<file path="src/rtl/z80_bus_pkg.sv">
// Shared types for the Z80 external memory bus sequencer: T-state encoding,
// request bundle and the idle level of the active-low strobes.
package z80_bus_pkg;

  typedef enum logic [2:0] {
    IDLE   = 3'd0,
    T1     = 3'd1,
    T2     = 3'd2,
    TW     = 3'd3,
    T3     = 3'd4,
    BUSACK = 3'd5
  } tstate_t;

  typedef struct packed {
    logic        write;
    logic [15:0] addr;
    logic [7:0]  wdata;
  } bus_req_t;

  localparam logic STROBE_INACTIVE = 1'b1;

endpackage

</file>
<file path="src/rtl/z80_wait_counter.sv">
// Counts TW states of the current M-cycle and flags when MAX_WAIT is reached.
// MAX_WAIT=0 disables the timeout flag entirely.
module z80_wait_counter #(
  parameter int unsigned MAX_WAIT = 255
) (
  input  logic clk,
  input  logic reset,
  input  logic clr,
  input  logic inc,
  output logic timeout
);

  localparam int unsigned CW = (MAX_WAIT == 0) ? 1 : $clog2(MAX_WAIT + 1);

  logic [CW-1:0] count_q, count_d;

  always_comb begin
    count_d = count_q;
    if (clr) begin
      count_d = '0;
    end else if (inc) begin
      count_d = count_q + 1'b1;
    end
  end

  always_ff @(posedge clk) begin
    if (reset) begin
      count_q <= '0;
    end else begin
      count_q <= count_d;
    end
  end

  assign timeout = (MAX_WAIT != 0) && (count_q == CW'(MAX_WAIT));

endmodule

</file>
<file path="src/rtl/z80_mem_cycle_seq.sv">
// Z80 memory M-cycle sequencer (T1/T2/TW/T3) with WAIT insertion and timeout.
// Optional bus request/acknowledge handling is enabled by Z80_SEQ_BUSREQ_EN.
module z80_mem_cycle_seq
  import z80_bus_pkg::*;
#(
  parameter int unsigned MAX_WAIT = 255
) (
  input  logic        clk,
  input  logic        reset,
  input  logic        req_valid,
  output logic        req_ready,
  input  logic        req_write,
  input  logic [15:0] req_addr,
  input  logic [7:0]  req_wdata,
  output logic        rsp_valid,
  output logic [7:0]  rsp_rdata,
  output logic        rsp_err,
`ifdef Z80_SEQ_BUSREQ_EN
  input  logic        busreq_n,
  output logic        busack_n,
`endif
  output logic [15:0] bus_addr,
  output logic [7:0]  bus_dout,
  output logic        bus_doe,
  input  logic [7:0]  bus_din,
  output logic        mreq_n,
  output logic        rd_n,
  output logic        wr_n,
  input  logic        wait_n
);

  tstate_t     state_q, state_d;
  logic        write_q, write_d;
  logic        req_ready_q, req_ready_d;
  logic        rsp_valid_q, rsp_valid_d;
  logic [7:0]  rsp_rdata_q, rsp_rdata_d;
  logic        rsp_err_q, rsp_err_d;
  logic [15:0] bus_addr_q, bus_addr_d;
  logic [7:0]  bus_dout_q, bus_dout_d;
  logic        bus_doe_q, bus_doe_d;
  logic        mreq_n_q, mreq_n_d;
  logic        rd_n_q, rd_n_d;
  logic        wr_n_q, wr_n_d;

  bus_req_t    req_in;
  logic        handshake;
  logic        cnt_clr, cnt_inc, cnt_timeout;
  logic        bus_grant, bus_release, accept_ok;

  assign req_in    = '{write: req_write, addr: req_addr, wdata: req_wdata};
  assign handshake = req_valid && req_ready_q;

`ifdef Z80_SEQ_BUSREQ_EN
  logic busreq_q;
  logic busack_n_q, busack_n_d;

  // busreq_n is registered so req_ready and the BUSACK decision see the same sample.
  assign bus_grant   = !busreq_q;
  assign bus_release = busreq_q;
  assign accept_ok   = busreq_n;
  assign busack_n_d  = (state_d == BUSACK) ? 1'b0 : STROBE_INACTIVE;

  always_ff @(posedge clk) begin
    if (reset) begin
      busreq_q   <= 1'b1;
      busack_n_q <= STROBE_INACTIVE;
    end else begin
      busreq_q   <= busreq_n;
      busack_n_q <= busack_n_d;
    end
  end

  assign busack_n = busack_n_q;
`else
  assign bus_grant   = 1'b0;
  assign bus_release = 1'b1;
  assign accept_ok   = 1'b1;
`endif

  z80_wait_counter #(
    .MAX_WAIT (MAX_WAIT)
  ) u_wait_counter (
    .clk     (clk),
    .reset   (reset),
    .clr     (cnt_clr),
    .inc     (cnt_inc),
    .timeout (cnt_timeout)
  );

  always_comb begin
    state_d     = state_q;
    write_d     = write_q;
    req_ready_d = 1'b0;
    rsp_valid_d = 1'b0;
    rsp_rdata_d = rsp_rdata_q;
    rsp_err_d   = rsp_err_q;
    bus_addr_d  = bus_addr_q;
    bus_dout_d  = bus_dout_q;
    bus_doe_d   = 1'b0;
    mreq_n_d    = STROBE_INACTIVE;
    rd_n_d      = STROBE_INACTIVE;
    wr_n_d      = STROBE_INACTIVE;
    cnt_inc     = 1'b0;
    cnt_clr     = 1'b1;

    case (state_q)
      IDLE, T3: begin
        state_d = IDLE;
        if (bus_grant) begin
          state_d = BUSACK;
        end else if (handshake) begin
          state_d    = T1;
          write_d    = req_in.write;
          bus_addr_d = req_in.addr;
          if (req_in.write) begin
            bus_dout_d = req_in.wdata;
          end
        end
      end
      T1:      state_d = T2;
      T2:      state_d = wait_n ? T3 : TW;
      TW:      if (wait_n || cnt_timeout) state_d = T3;
      BUSACK:  if (bus_release) state_d = IDLE;
      default: state_d = IDLE;
    endcase

    // Completion edge: capture read data; err only when the timeout forced the exit.
    if ((state_q == T2 || state_q == TW) && state_d == T3) begin
      if (!write_q) begin
        rsp_rdata_d = bus_din;
      end
      rsp_err_d = (state_q == TW) && !wait_n;
    end

    case (state_d)
      IDLE: req_ready_d = accept_ok;
      T1: begin
        mreq_n_d  = 1'b0;
        rd_n_d    = write_d;
        bus_doe_d = write_d;
      end
      T2, TW: begin
        mreq_n_d  = 1'b0;
        rd_n_d    = write_d;
        wr_n_d    = !write_d;
        bus_doe_d = write_d;
      end
      T3: begin
        bus_doe_d   = write_d;
        rsp_valid_d = 1'b1;
        req_ready_d = accept_ok;
      end
      default: ;
    endcase

    cnt_inc = (state_d == TW);
    cnt_clr = !cnt_inc;
  end

  always_ff @(posedge clk) begin
    if (reset) begin
      state_q     <= IDLE;
      write_q     <= 1'b0;
      req_ready_q <= 1'b0;
      rsp_valid_q <= 1'b0;
      rsp_rdata_q <= '0;
      rsp_err_q   <= 1'b0;
      bus_addr_q  <= '0;
      bus_dout_q  <= '0;
      bus_doe_q   <= 1'b0;
      mreq_n_q    <= STROBE_INACTIVE;
      rd_n_q      <= STROBE_INACTIVE;
      wr_n_q      <= STROBE_INACTIVE;
    end else begin
      state_q     <= state_d;
      write_q     <= write_d;
      req_ready_q <= req_ready_d;
      rsp_valid_q <= rsp_valid_d;
      rsp_rdata_q <= rsp_rdata_d;
      rsp_err_q   <= rsp_err_d;
      bus_addr_q  <= bus_addr_d;
      bus_dout_q  <= bus_dout_d;
      bus_doe_q   <= bus_doe_d;
      mreq_n_q    <= mreq_n_d;
      rd_n_q      <= rd_n_d;
      wr_n_q      <= wr_n_d;
    end
  end

  assign req_ready = req_ready_q;
  assign rsp_valid = rsp_valid_q;
  assign rsp_rdata = rsp_rdata_q;
  assign rsp_err   = rsp_err_q;
  assign bus_addr  = bus_addr_q;
  assign bus_dout  = bus_dout_q;
  assign bus_doe   = bus_doe_q;
  assign mreq_n    = mreq_n_q;
  assign rd_n      = rd_n_q;
  assign wr_n      = wr_n_q;

endmodule

</file>
<file path="config.mk">
export PLATFORM = sky130hd
export DESIGN_NAME = z80_mem_cycle_seq
export DESIGN_NICKNAME = d
export VERILOG_FILES = /design/src/rtl/z80_bus_pkg.sv /design/src/rtl/z80_wait_counter.sv /design/src/rtl/z80_mem_cycle_seq.sv
export SDC_FILE = /design/constraint.sdc
export NUM_CORES = 1
export LEC_CHECK = 0
export BUFFER_PORTS_ARGS = -buffer_cell sky130_fd_sc_hd__clkbuf_2
export CAP_MARGIN = 5
export CORE_AREA = 2 2 72 74
export DETAILED_ROUTE_END_ITERATION = 8
export DIE_AREA = 0 0 74 76
export PLACE_DENSITY_LB_ADDON = 0.2
export SYNTH_ARGS = -nofsm -noshare
export SYNTH_HDL_FRONTEND = slang
export SYNTH_SLANG_ARGS = --single-unit
</file>
<file path="constraint.sdc">
create_clock -name clk -period 2.26 [get_ports clk]
set_clock_uncertainty 0.2 [all_clocks]
set_input_delay 0.452 -clock clk [delete_from_list [all_inputs] [get_ports clk]]
set_output_delay 0.452 -clock clk [all_outputs]
set_load 0.1 [all_outputs]
</file>
# Word level (Yosys, flattened, before mapping)
# Index checks and enable logic that the tools add are counted.
# word_totals
ff_bits,51
input_bits,37
output_inout_bits,39
# classes
n_addsub,1
n_eq_ne,9
muxes,9
n_bitwise,5
reduce_logical,21
# ops
cell,count
$reduce_or A2 Y1,7
$eq A3 B2 Y1 const B,4
$pmux W3 S4,1
$add A8 B1 Y8 const B,1
$eq A8 B8 Y1 const B,1
$eq A3 B1 Y1 const B,2
$eq A3 B3 Y1 const B,2
$logic_not A3 Y1,2
$mux W1,6
$mux W3,2
$not A1 Y1,5
$reduce_and A2 Y1,2
$reduce_or A4 Y1,1
$logic_and A1 B1 Y1,3
$reduce_and A3 Y1,1
$reduce_or A3 Y1,1
$logic_not A1 Y1,2
$logic_or A1 B1 Y1,2

# Depth between registers and ports, before layout
# Gate-level depths: netlist of the first run.
# depth
word_depth,8
depth_mapped,5
depth_no_buf,4

# Cells and area by module
# From an unflattened synthesis of the first run, not the netlist that was laid out.
# hier_totals
hier_cells,224
area_unflattened_um2,1969.4
# modules_own_cells
module,instances,cells_each,area_each_um2
z80_mem_cycle_seq,1,184,1615.3
z80_wait_counter,1,40,354.1

# Least setup slack after synthesis of the first run
# Ideal clock, no wire load.
# synth_path
kind,flip-flop to flip-flop
startpoint,"reg req_ready_q, in the netlist req_ready"
endpoint,"reg rd_n_q, in the netlist rd_n"
setup_ps,135
arrival_time_ps,1846
required_ps,1925
setup_slack_ps,79
stages_incl_launch_ff,5
period_less_slack_ps,2181
path_cell_list,dfxtp_1 -> and4bb_2 -> buf_2 -> mux2i_1 -> o21ai_0
# synth_via
elab_chain_cells,7
word_cells_on_any_way,11
cone_classes,eq/ne (3); mux (4); bitwise (1); reduce/logical (3)
# synth_lines
item,line_no,source
"start, declared",z80_mem_cycle_seq.sv:34,"logic req_ready_q, req_ready_d;"
"start signal, assigned",z80_mem_cycle_seq.sv:177,req_ready_q <= req_ready_d;
$logic_and A1 B1 Y1 (*),z80_mem_cycle_seq.sv:51,assign handshake = req_valid && req_ready_q;
$mux W1,z80_mem_cycle_seq.sv:111,end else if (handshake) begin
$pmux W3 S4,z80_mem_cycle_seq.sv:106,case (state_q)
$eq A3 B2 Y1 / $eq A3 B1 Y1 (equally long branches),z80_mem_cycle_seq.sv:135,case (state_d)
$reduce_or A3 Y1 (no line),--,
$not A1 Y1 (no line),--,
$reduce_or A2 Y1 (no line),--,
"end signal, assigned",z80_mem_cycle_seq.sv:185,rd_n_q <= rd_n_d;
"end, declared",z80_mem_cycle_seq.sv:42,"logic rd_n_q, rd_n_d;"
# Every way passes the cells marked *; elsewhere a longest branch is shown, timed or not.
# A chain may end at the register's enable or synchronous reset.

# Worst setup path in the final report of the first run
# layout_path
startpoint,reg u_wait_counter.count_q[0]
endpoint,"reg req_ready_q, in the netlist req_ready"
# layout_via
elab_chain_cells,7
word_cells_on_any_way,8
cone_classes,eq/ne (2); mux (3); reduce/logical (3)
# layout_lines
item,line_no,source
"start, declared",z80_wait_counter.sv:15,"logic [CW-1:0] count_q, count_d;"
"start signal, assigned",z80_wait_counter.sv:30,count_q <= count_d;
$eq A8 B8 Y1 (*),z80_wait_counter.sv:34,assign timeout = (MAX_WAIT != 0) && (count_q == CW'(MAX_WAIT));
$logic_or A1 B1 Y1 (*),z80_mem_cycle_seq.sv:122,TW: if (wait_n || cnt_timeout) state_d = T3;
$mux W3 (*),z80_mem_cycle_seq.sv:122,
$pmux W3 S4 (*),z80_mem_cycle_seq.sv:106,
$eq A3 B3 Y1 / $logic_not A3 Y1 (equally long branches),z80_mem_cycle_seq.sv:135,
$reduce_or A2 Y1 (no line) (*),--,
$mux W1 (*),z80_mem_cycle_seq.sv:135,
# Marked as above.

==> metrics.csv, run 1 <==
stage,metric,value,unit
detailed_routing,average wire per standard cell,12.9,µm
global_route,largest net degree at the start of global routing,41,
clock_network,Root Driver,clkbuf_8,
logic_synthesis,Seq cells post-synth,51,
timing,total negative slack,0,ns
logic_synthesis,Yosys top cell area share,0.462,
logic_synthesis,post-synth cell types,36,
timing,fmax,519,MHz
timing,measured slew at the worst slew-check pin,0.553,ns
pwr,Power Density,690,nW/µm²
pwr,Pwr Total,1.86,mW
timing,Pins Over Slew Limit,0,
logic_synthesis,post-synth net total,297,
layout,synth-to-layout area growth,21.7,%
clock_network,clock sink count,51,
logic_synthesis,register area share after synthesis,0.462,
status,status,"finished, final reports clean",
pwr,Worst IR Drop VDD,0.324,mV
layout,ANT cells,0,
critical_path,"Worst Path Class, Setup",reg -> reg,
place,GPL Wtd Cong,0.724,
timing,post-route minimum period,1.93,ns
place,count of port buffers added during placement,75,
detailed_routing,routed vias,2044,
detailed_routing,antenna-violating nets left,0,
critical_path,Worst path max stage delay,0.45,ns
detailed_routing,DRC violations left,0,
logic_synthesis,Synth Flop Type,dfxtp_1,
logic_synthesis,synth cell count leaders,"51 x dfxtp_1, 35 x nand2_1, 31 x a21oi_1, 19 x o21ai_0, 18 x nand4_1",
critical_path,worst reg2reg endpoint,req_ready$_SDFF_PP0_,
global_route,global-route wire length before repair,8330,µm
floorplanning,top-level port count,76,
floorplanning,DIE AREA,5620,µm²
critical_path,CP Data Arrival Time,1.97,ns
critical_path,Crit-path slowest cell,o211ai_1,
place,post-DP HPWL,3410,µm
logic_synthesis,most frequent cell after synthesis,dfxtp_1,
critical_path,crit path cell chain,"ha_1, nand4_1, o211ai_1, and3_1",
clock_network,clk buf depth,2,
clock_network,cts hold-fix bufs,0,
logic_synthesis,"EDFF count, synth",0,
critical_path,CP Data Required Time,2.31,ns
critical_path,R2R Setup Slk,0.33,ns
clock_network,htree depth,2,
pwr,Pleak,1.07,nW
logic_synthesis,synth warn,0,
floorplanning,std cell rows,26,
floorplanning,Die Ht,76,µm
logic_synthesis,Mapped Cells,259,
worst_hold_path,class of the worst hold path,in -> reg,
worst_hold_path,hold path depth,3,
detailed_routing,Iteration-0 DRC Markers,137,
timing,Fin. Hold Viols,0,
critical_path,"critical path fanouts, max",11,
clock_network,number of CTS-inserted buffers,5,
logic_synthesis,main area contributors after synthesis,"dfxtp_1 46%, a21oi_1 7.0%, nand2_1 5.9%, nand4_1 5.1%, o21ai_0 4.3%",
layout,Final nets,363,
detailed_routing,vias per inst,5.19,
detailed_routing,drt first pass iters,4,
critical_path,Reg2Reg Depth,4,
worst_hold_path,worst hold path endpoint,bus_addr[12]$_SDFFE_PP0N_,
floorplanning,CORE AREA,4910,µm²
critical_path,Crit. Startpoint,u_wait_counter.count_q[0]$_SDFF_PP0_,
floorplanning,Die Wd,74,µm
layout,share of layout cells above drive strength 1,0.299,
job,Max Cap Violations,0,
clock_network,CTS resizes,0,
clock_network,Clock transition at path regs,0.08,ns
global_route,GRT overflow,0,
detailed_routing,DRT Wirelength,5080,µm
clock_network,CTS tree,built,
global_route,vias in the first global route,1850,
global_route,initial antenna violation count,0,
timing,RSZ-0062 raised after global routing,no,
critical_path,reg2reg start,u_wait_counter.count_q[0]$_SDFF_PP0_,
floorplanning,Initial Util,0.450,
timing,Tcrit/Tclk final,0.853,
clock_network,setup bufs post-CTS,0,
global_route,All-Layer GR Usage,0.185,
worst_hold_path,hold_sp,req_addr[12],
clock_network,worst skew pair latency,0.30,ns
logic_synthesis,ys async rst share,0,
timing,Final setup viols,0,
critical_path,startpoint types,register,
logic_synthesis,"Avg Cell Area, Syn",8.53,µm²
timing,Relative slew margins,0.633,
logic_synthesis,Syn Std Cell Area,2210,µm²
logic_synthesis,Synth area leader,dfxtp_1,
critical_path,Worst Setup End Kind,register,
-- kinds of logic after synthesis --
| kind of cell | after synthesis | synth area share |
|---|---|---|
| simple gates | 120 | 0.319 |
| compound gates | 59 | 0.150 |
| flops | 51 | 0.462 |
| buf+inv | 24 | 0.0470 |
| xor+xnor | 3 | 0.0119 |
| mux | 1 | 0.00453 |
| fa+ha+maj | 1 | 0.00566 |
-- how the worst max path moves through the flow --
| stage | to | slack [ns] | cells after the start |
|---|---|---|---|
| finish | req_ready$_SDFF_PP0_ | 0.33 | 4 |
| global route | req_ready$_SDFF_PP0_ | 0.23 | 4 |
| CTS | req_ready$_SDFF_PP0_ | 0.35 | 4 |
| detailed placement | req_ready$_SDFF_PP0_ | 0.37 | 4 |
| global placement | rd_n$_SDFF_PP1_ | 0.42 | 4 |
| floorplan | rd_n$_SDFF_PP1_ | 0.08 | 4 |
-- critical path: cells and delay by family (launching register included) --
kind | cells | cell delay, ns
adder cells (fa/ha/maj) | 1 | 0.25
AND/OR/NAND/NOR | 2 | 0.60
AO/OA/AOI/OAI | 1 | 0.45
flip-flops | 1 | 0.38
-- sequential cells by signal (all words and copies together) (netlist names) --
register,flops
rsp_rdata,8
req_ready,1
bus_dout,8
wr_n,1
mreq_n,1
state_q,3
write_q,1
rd_n,1
u_wait_counter.count_q,8
rsp_valid,1
rsp_err,1
bus_addr,16
bus_doe,1
-- placed cells by master (no fill, tap or decap), types with 2 or more instances in the layout --
cell type  count
xor2_1         2
nor2_1        10
nand2_1       35
nand4_1       18
nor3b_1        8
nand3_1       11
or3_1          2
a21oi_1       31
buf_4          5
a211oi_1       3
clkbuf_8       5
inv_1          3
and4_1         2
nand4b_1       8
clkbuf_2      75
dfxtp_1       51
nor2b_1        9
o21ai_0       19
a211o_1        2
or3b_2         8
-- power by group --
group	internal [mW]	switching, mW
clock	0.207	0.272
sequential	0.933	0.0209
combinational	0.0885	0.334
total	1.23	0.626
-- layout make-up --
class | instances | area [µm²]
timing repair buffer | 80 | 413
tap | 70 | 87.6
multi-input combinational | 184 | 1080
clock buffer | 6 | 72.6
inverter | 3 | 11.3
fill | 465 | 2220
sequential | 51 | 1020
-- layer usage --
| layer | track usage | vias up | part of all wire |
|---|---|---|---|
| met4 | 0.0600 | 0 | 0.013 |
| met3 | 0.0489 | 7 | 0.048 |
| met1 | 0.242 | 944 | 0.48 |
| met5 | 0 | - | 0 |
| met2 | 0.292 | 38 | 0.46 |
| li1 | - | 1055 | - |
-- per-stage QoR --
stage                     worst slack, ns  hold slack [ns]   util  instance area, µm²  std cells
after floorplan                    0.0794            0.230      -                2210        259
after global placement              0.420            0.242  0.533                2620        388
after detailed placement            0.369            0.245  0.533                2620        388
after CTS                           0.346            0.155  0.548                2690        394
after global routing                0.228            0.173  0.548                2690        394
final                               0.333            0.164  0.548                2690        394
Note: power is estimated with default switching activity, not from simulation.
==> run 2, diff against run 1 <==
- REMOVE_ABC_BUFFERS: default -> 1
- clock period: 2.26 -> 2.05 ns (I/O delays scaled with it)
==> metrics.csv, run 2 (synthesis results as in run 1) <==
stage,metric,value,unit,change
status,status,"finished, final reports clean",,
global_route,global-route wire length before repair,8380,µm,+0.66%
place,GPL Wtd Cong,0.746,,+3.1%
detailed_routing,Iteration-0 DRC Markers,71,,-48%
detailed_routing,drt first pass iters,4,,unchanged
clock_network,Clock transition at path regs,0.09,ns,about the same
pwr,Worst IR Drop VDD,0.381,mV,+18%
worst_hold_path,class of the worst hold path,in -> reg,,
floorplanning,Initial Util,0.450,,unchanged
global_route,All-Layer GR Usage,0.187,,+0.00259
floorplanning,std cell rows,26,,unchanged
floorplanning,Die Wd,74,µm,unchanged
place,count of port buffers added during placement,75,,unchanged
timing,Fin. Hold Viols,0,,unchanged
detailed_routing,vias per inst,5.17,,-0.38%
timing,fmax,558,MHz,+7.5%
clock_network,setup bufs post-CTS,0,,unchanged
pwr,Pwr Total,2.24,mW,+20%
critical_path,crit path cell chain,"ha_1, and4_1, a211oi_1, o21ai_0",,
pwr,Seq pwr share,0.471,,-0.043
layout,Final nets,366,,+0.83%
layout,"most common cell after layout, fill and taps aside",clkbuf_2,,
pwr,Pleak,1.11,nW,+4.0%
pwr,Clk pwr share,0.320,,+0.062
layout,synth-to-layout area growth,25.4,%,
clock_network,Root Driver,clkbuf_8,,
detailed_routing,average wire per standard cell,12.8,µm,-0.42%
clock_network,clock sink count,51,,unchanged
detailed_routing,antenna-violating nets left,0,,unchanged
layout,final core occ,0.564,,+0.0163
timing,RSZ-0062 raised after global routing,no,,
place,post-DP HPWL,3570,µm,+4.7%
layout,most frequent cells in the layout,"75 x clkbuf_2, 51 x dfxtp_1, 35 x nand2_1, 31 x a21oi_1, 19 x o21ai_0",,
layout,max reg flops,16,,unchanged
layout,multi-input combinational cell area,1080,µm²,unchanged
pwr,Power Density,807,nW/µm²,+17%
layout,ANT cells,0,,unchanged
floorplanning,Die Ht,76,µm,unchanged
layout,share of layout cells above drive strength 1,0.313,,+0.0137
clock_network,worst skew pair latency,0.30,ns,about the same
clock_network,CTS resizes,0,,unchanged
global_route,initial antenna violation count,0,,unchanged
place,post-placement setup slack,0.280,ns,-0.0896 ns
critical_path,Worst path max stage delay,0.38,ns,-0.07 ns
global_route,vias in the first global route,1861,,+0.59%
timing,Pins Over Slew Limit,0,,unchanged
detailed_routing,routed vias,2062,,+0.88%
layout,Fill cells,467,,+0.43%
clock_network,clk buf depth,2,,unchanged
floorplanning,DIE AREA,5620,µm²,unchanged
detailed_routing,DRT Wirelength,5120,µm,+0.85%
clock_network,cts hold-fix bufs,0,,unchanged
timing,post-route minimum period,1.79,ns,-0.134 ns
critical_path,CP Data Arrival Time,1.77,ns,-0.20 ns
pwr,internal power,1.52,mW,+24%
detailed_routing,DRC violations left,0,,unchanged
pwr,switching power,0.711,mW,+14%
critical_path,Crit-path slowest cell,a211oi_1,,
timing,Tcrit/Tclk final,0.875,,+0.0219
timing,Final setup viols,0,,unchanged
pwr,Sw Ratio,0.318,,-0.0196
timing,Relative slew margins,0.626,,-0.00691
critical_path,CP Data Required Time,2.03,ns,-0.28 ns
critical_path,"Worst Path Class, Setup",reg -> reg,,
pwr,part of the power in combinational logic,0.209,,-0.019
global_route,largest net degree at the start of global routing,65,,+59%
critical_path,startpoint types,register,,
critical_path,"critical path fanouts, max",12,,+1
job,Max Cap Violations,0,,unchanged
timing,PnR worst setup slack,0.257,ns,-0.0758 ns
critical_path,Worst Setup End Kind,register,,
floorplanning,top-level port count,76,,unchanged
floorplanning,CORE AREA,4910,µm²,unchanged
clock_network,number of CTS-inserted buffers,5,,unchanged
global_route,GRT overflow,0,,unchanged
clock_network,htree depth,2,,unchanged
clock_network,CTS tree,built,,
layout,storage element area,1020,µm²,unchanged
timing,measured slew at the worst slew-check pin,0.564,ns,+0.0104 ns
run 2: path summary, 6_finish.rpt:
kind / slack (ns) / start / cells after the start / end
max: 0.26 / u_wait_counter.count_q[0]$_SDFF_PP0_ / 4 / rd_n$_SDFF_PP1_
min: 0.12 / req_addr[6] / 3 / bus_addr[6]$_SDFFE_PP0N_
max reg2reg: 0.26 / u_wait_counter.count_q[0]$_SDFF_PP0_ / 4 / rd_n$_SDFF_PP1_
min reg2reg: 0.26 / bus_addr[13]$_SDFFE_PP0N_ / 2 / bus_addr[13]$_SDFFE_PP0N_
run 2: power by group through the flow:
stage          clock [mW]  combinational [mW]  sequential (mW)
4_1_cts             0.733               0.470             1.05
2_1_floorplan           0              0.0887             1.33
3_3_place_gp            0               0.469             1.07
6_report            0.715               0.468             1.05
3_5_place_dp            0               0.470             1.08
5_1_grt             0.778               0.494             1.06
run 2: layer usage:
layer / up-vias / routed length (µm) / global-route usage
li1: 1061 / - / -
met1: 935 / 2440 / 0.244
met2: 59 / 2290 / 0.294
met3: 7 / 298 / 0.0450
met4: 0 / 95 / 0.0764
met5: - / 0 / 0
run 2: worst max-delay path, delay by kind of cell (launching register included):
kind	cells	cell delay (ns)
adder cells (fa/ha/maj)	1	0.25
AO/OA/AOI/OAI	2	0.51
flip-flops	1	0.34
AND/OR/NAND/NOR	1	0.37
run 2: final cells by class:
cell class / count / share of cell area
Clock inverter: 2 / 0.0126
Timing Repair Buffer: 83 / 0.162
Clock buffer: 6 / 0.0298
Tap cell: 70 / 0.0316
Multi-Input combinational cell: 184 / 0.392
Inverter: 3 / 0.00407
Sequential cell: 51 / 0.369
run 2: per-stage QoR:
stage / std cells / setup TNS [ns] / cell area (µm²) / hold slack (ns)
2_1_floorplan: 238 / -8.28 / 2120 / 0.230
3_5_place_dp: 391 / 0 / 2650 / 0.249
5_1_grt: 399 / 0 / 2770 / 0.114
4_1_cts: 399 / 0 / 2770 / 0.111
3_3_place_gp: 391 / 0 / 2650 / 0.240
6_report: 399 / 0 / 2770 / 0.119
==> run 3, diff against run 2 <==
==> constraint.sdc (replaced) <==
create_clock -name clk -period 2.05 [get_ports clk]
set_clock_uncertainty 0.2 [all_clocks]
set_input_delay 0.205 -clock clk [delete_from_list [all_inputs] [get_ports clk]]
set_output_delay 0.205 -clock clk [all_outputs]
set_load 0.1 [all_outputs]
==> metrics.csv, run 3 (synthesis results as in run 1) <==
stage,metric,value,unit,change
status,status,"finished, final reports clean",,
timing,Tcrit/Tclk final,0.884,,+0.00960
timing,Relative slew margins,0.625,,about the same
global_route,M1 GR Usage,0.249,,+0.00480
floorplanning,Die Wd,74,µm,unchanged
layout,storage element area,1020,µm²,unchanged
layout,ANT cells,0,,unchanged
timing,fmax,552,MHz,-1.1%
layout,Fill cells,458,,-1.9%
clock_network,htree depth,2,,unchanged
global_route,All-Layer GR Usage,0.198,,+0.0107
critical_path,worst reg2reg endpoint,rsp_err$_SDFFE_PP0P_,,
layout,multi-input combinational cell area,1080,µm²,unchanged
clock_network,worst skew pair latency,0.30,ns,about the same
floorplanning,top-level port count,76,,unchanged
floorplanning,CORE AREA,4910,µm²,unchanged
critical_path,R2R Setup Slk,0.24,ns,-0.02 ns
critical_path,Worst Setup End Kind,register,,
global_route,M3 GR Usage,0.0503,,+0.00529
critical_path,startpoint types,register,,
detailed_routing,DRC violations left,0,,unchanged
global_route,met2 Usage GRT,0.335,,+0.0411
pwr,Pleak,1.21,nW,+9.1%
clock_network,Root Driver,clkbuf_8,,
layout,most frequent cells in the layout,"75 x clkbuf_2, 51 x dfxtp_1, 35 x nand2_1, 31 x a21oi_1, 28 x dlygate4sd3_1",,
worst_hold_path,hold_sp,bus_din[0],,
detailed_routing,vias per inst,5.15,,-0.43%
global_route,GRT overflow,0,,unchanged
job,Max Cap Violations,0,,unchanged
layout,Final Instance Area,3020,µm²,+9.1%
floorplanning,Die Ht,76,µm,unchanged
place,post-DP HPWL,3490,µm,-2.2%
detailed_routing,routed vias,2192,,+6.3%
place,count of port buffers added during placement,75,,unchanged
clock_network,clock sink count,51,,unchanged
floorplanning,DIE AREA,5620,µm²,unchanged
pwr,Pwr Total,2.23,mW,-0.45%
floorplanning,Initial Util,0.450,,unchanged
timing,measured slew at the worst slew-check pin,0.565,ns,+0.000906 ns
critical_path,Reg2Reg Depth,4,,unchanged
critical_path,reg2reg start,u_wait_counter.count_q[0]$_SDFF_PP0_,,
critical_path,CP Data Arrival Time,1.83,ns,+0.06 ns
global_route,initial antenna violation count,0,,unchanged
worst_hold_path,worst hold path endpoint,rsp_rdata[0]$_SDFFE_PP0P_,,
worst_hold_path,class of the worst hold path,in -> reg,,
timing,Pins Over Slew Limit,0,,unchanged
pwr,Worst IR Drop VDD,0.369,mV,-3.2%
detailed_routing,drt first pass iters,4,,unchanged
pwr,Power Density,736,nW/µm²,-8.8%
timing,Final setup viols,0,,unchanged
critical_path,"Worst Path Class, Setup",reg -> reg,,
layout,share of layout cells above drive strength 1,0.284,,-0.0294
clock_network,clk buf depth,2,,unchanged
timing,post-route minimum period,1.81,ns,+0.0197 ns
global_route,largest net degree at the start of global routing,44,,-32%
clock_network,Clock transition at path regs,0.09,ns,about the same
detailed_routing,DRT Wirelength,5400,µm,+5.4%
timing,RSZ-0062 raised after global routing,no,,
detailed_routing,average wire per standard cell,12.7,µm,-1.3%
layout,max reg flops,16,,unchanged
layout,final core occ,0.615,,+0.0515
global_route,Most Crowded Layer GR,met2,,
layout,"most common cell after layout, fill and taps aside",clkbuf_2,,
place,post-place instance area,2640,µm²,-0.47%
clock_network,CTS tree,built,,
global_route,global-route wire length before repair,9000,µm,+7.3%
clock_network,setup bufs post-CTS,0,,unchanged
clock_network,number of CTS-inserted buffers,5,,unchanged
critical_path,"critical path fanouts, max",12,,unchanged
global_route,vias in the first global route,2037,,+9.5%
layout,synth-to-layout area growth,36.8,%,
timing,Fin. Hold Viols,0,,unchanged
detailed_routing,antenna-violating nets left,0,,unchanged
place,GPL Wtd Cong,0.773,,+3.7%
detailed_routing,Iteration-0 DRC Markers,96,,+35%
critical_path,CP Data Required Time,2.07,ns,+0.04 ns
worst_hold_path,hold path depth,3,,unchanged
layout,Final nets,394,,+7.7%
floorplanning,std cell rows,26,,unchanged
[run 3: changes by cell type in the layout (fill, tap and decap cells not counted), sizes merged]
cell / delta
clkinv: -1
dlygate4sd3: +28
[run 3: how the worst max path moves through the flow]
| stage | start | endpoint | cells after the start |
|---|---|---|---|
| after floorplan | req_ready$_SDFF_PP0_ | bus_dout[0]$_SDFFE_PP0P_ | 3 |
| after detailed placement | u_wait_counter.count_q[0]$_SDFF_PP0_ | rd_n$_SDFF_PP1_ | 4 |
| after global placement | u_wait_counter.count_q[1]$_SDFF_PP0_ | u_wait_counter.count_q[1]$_SDFF_PP0_ | 4 |
| after global routing | u_wait_counter.count_q[0]$_SDFF_PP0_ | rsp_err$_SDFFE_PP0P_ | 4 |
| after CTS | u_wait_counter.count_q[0]$_SDFF_PP0_ | rsp_err$_SDFFE_PP0P_ | 4 |
| final | u_wait_counter.count_q[0]$_SDFF_PP0_ | rsp_err$_SDFFE_PP0P_ | 4 |
[run 3: report_power, final]
group          internal (mW)  leakage, nW  switching [mW]
clock network          0.358       0.0513           0.304
logic                  0.134        0.748           0.377
registers               1.03        0.414          0.0231
total                   1.52         1.21           0.704
[run 3: area by class of cell]
cell class | count | share of cell area
Tap cell | 70 | 0.0290
Clock inverter | 1 | 0.00993
Clock buffer | 6 | 0.0240
Inverter | 3 | 0.00373
Sequential cell | 51 | 0.338
Multi-Input combinational cell | 184 | 0.359
Timing Repair Buffer | 111 | 0.237
[run 3: repair_timing]
action                    CTS  global route
hold buffers               28             0
gates resized for setup     0             0
hold endpoints to repair   28             0
[run 3: through the flow]
stage	cells	TNS (ns)	hold slack, ns	worst slack [ns]
2_1_floorplan	238	-8.28	0.0741	-0.388
3_3_place_gp	391	0	0.230	0.321
3_5_place_dp	391	0	0.237	0.257
4_1_cts	426	0	0.00371	0.210
5_1_grt	426	0	0.0217	0.0628
6_report	426	0	0.0109	0.237
[run 3: per-layer routing]
layer	routed length [µm]	up-vias
met3	346	6
met1	2450	993
met2	2560	76
met4	44	0
li1	-	1117
met5	0	-
[run 3: critical path: stages (launching register included)]
cell and delay [ns]:
dfxtp_1 0.38, ha_1 0.24, and4_1 0.49, a41oi_1 0.18, a211oi_1 0.24
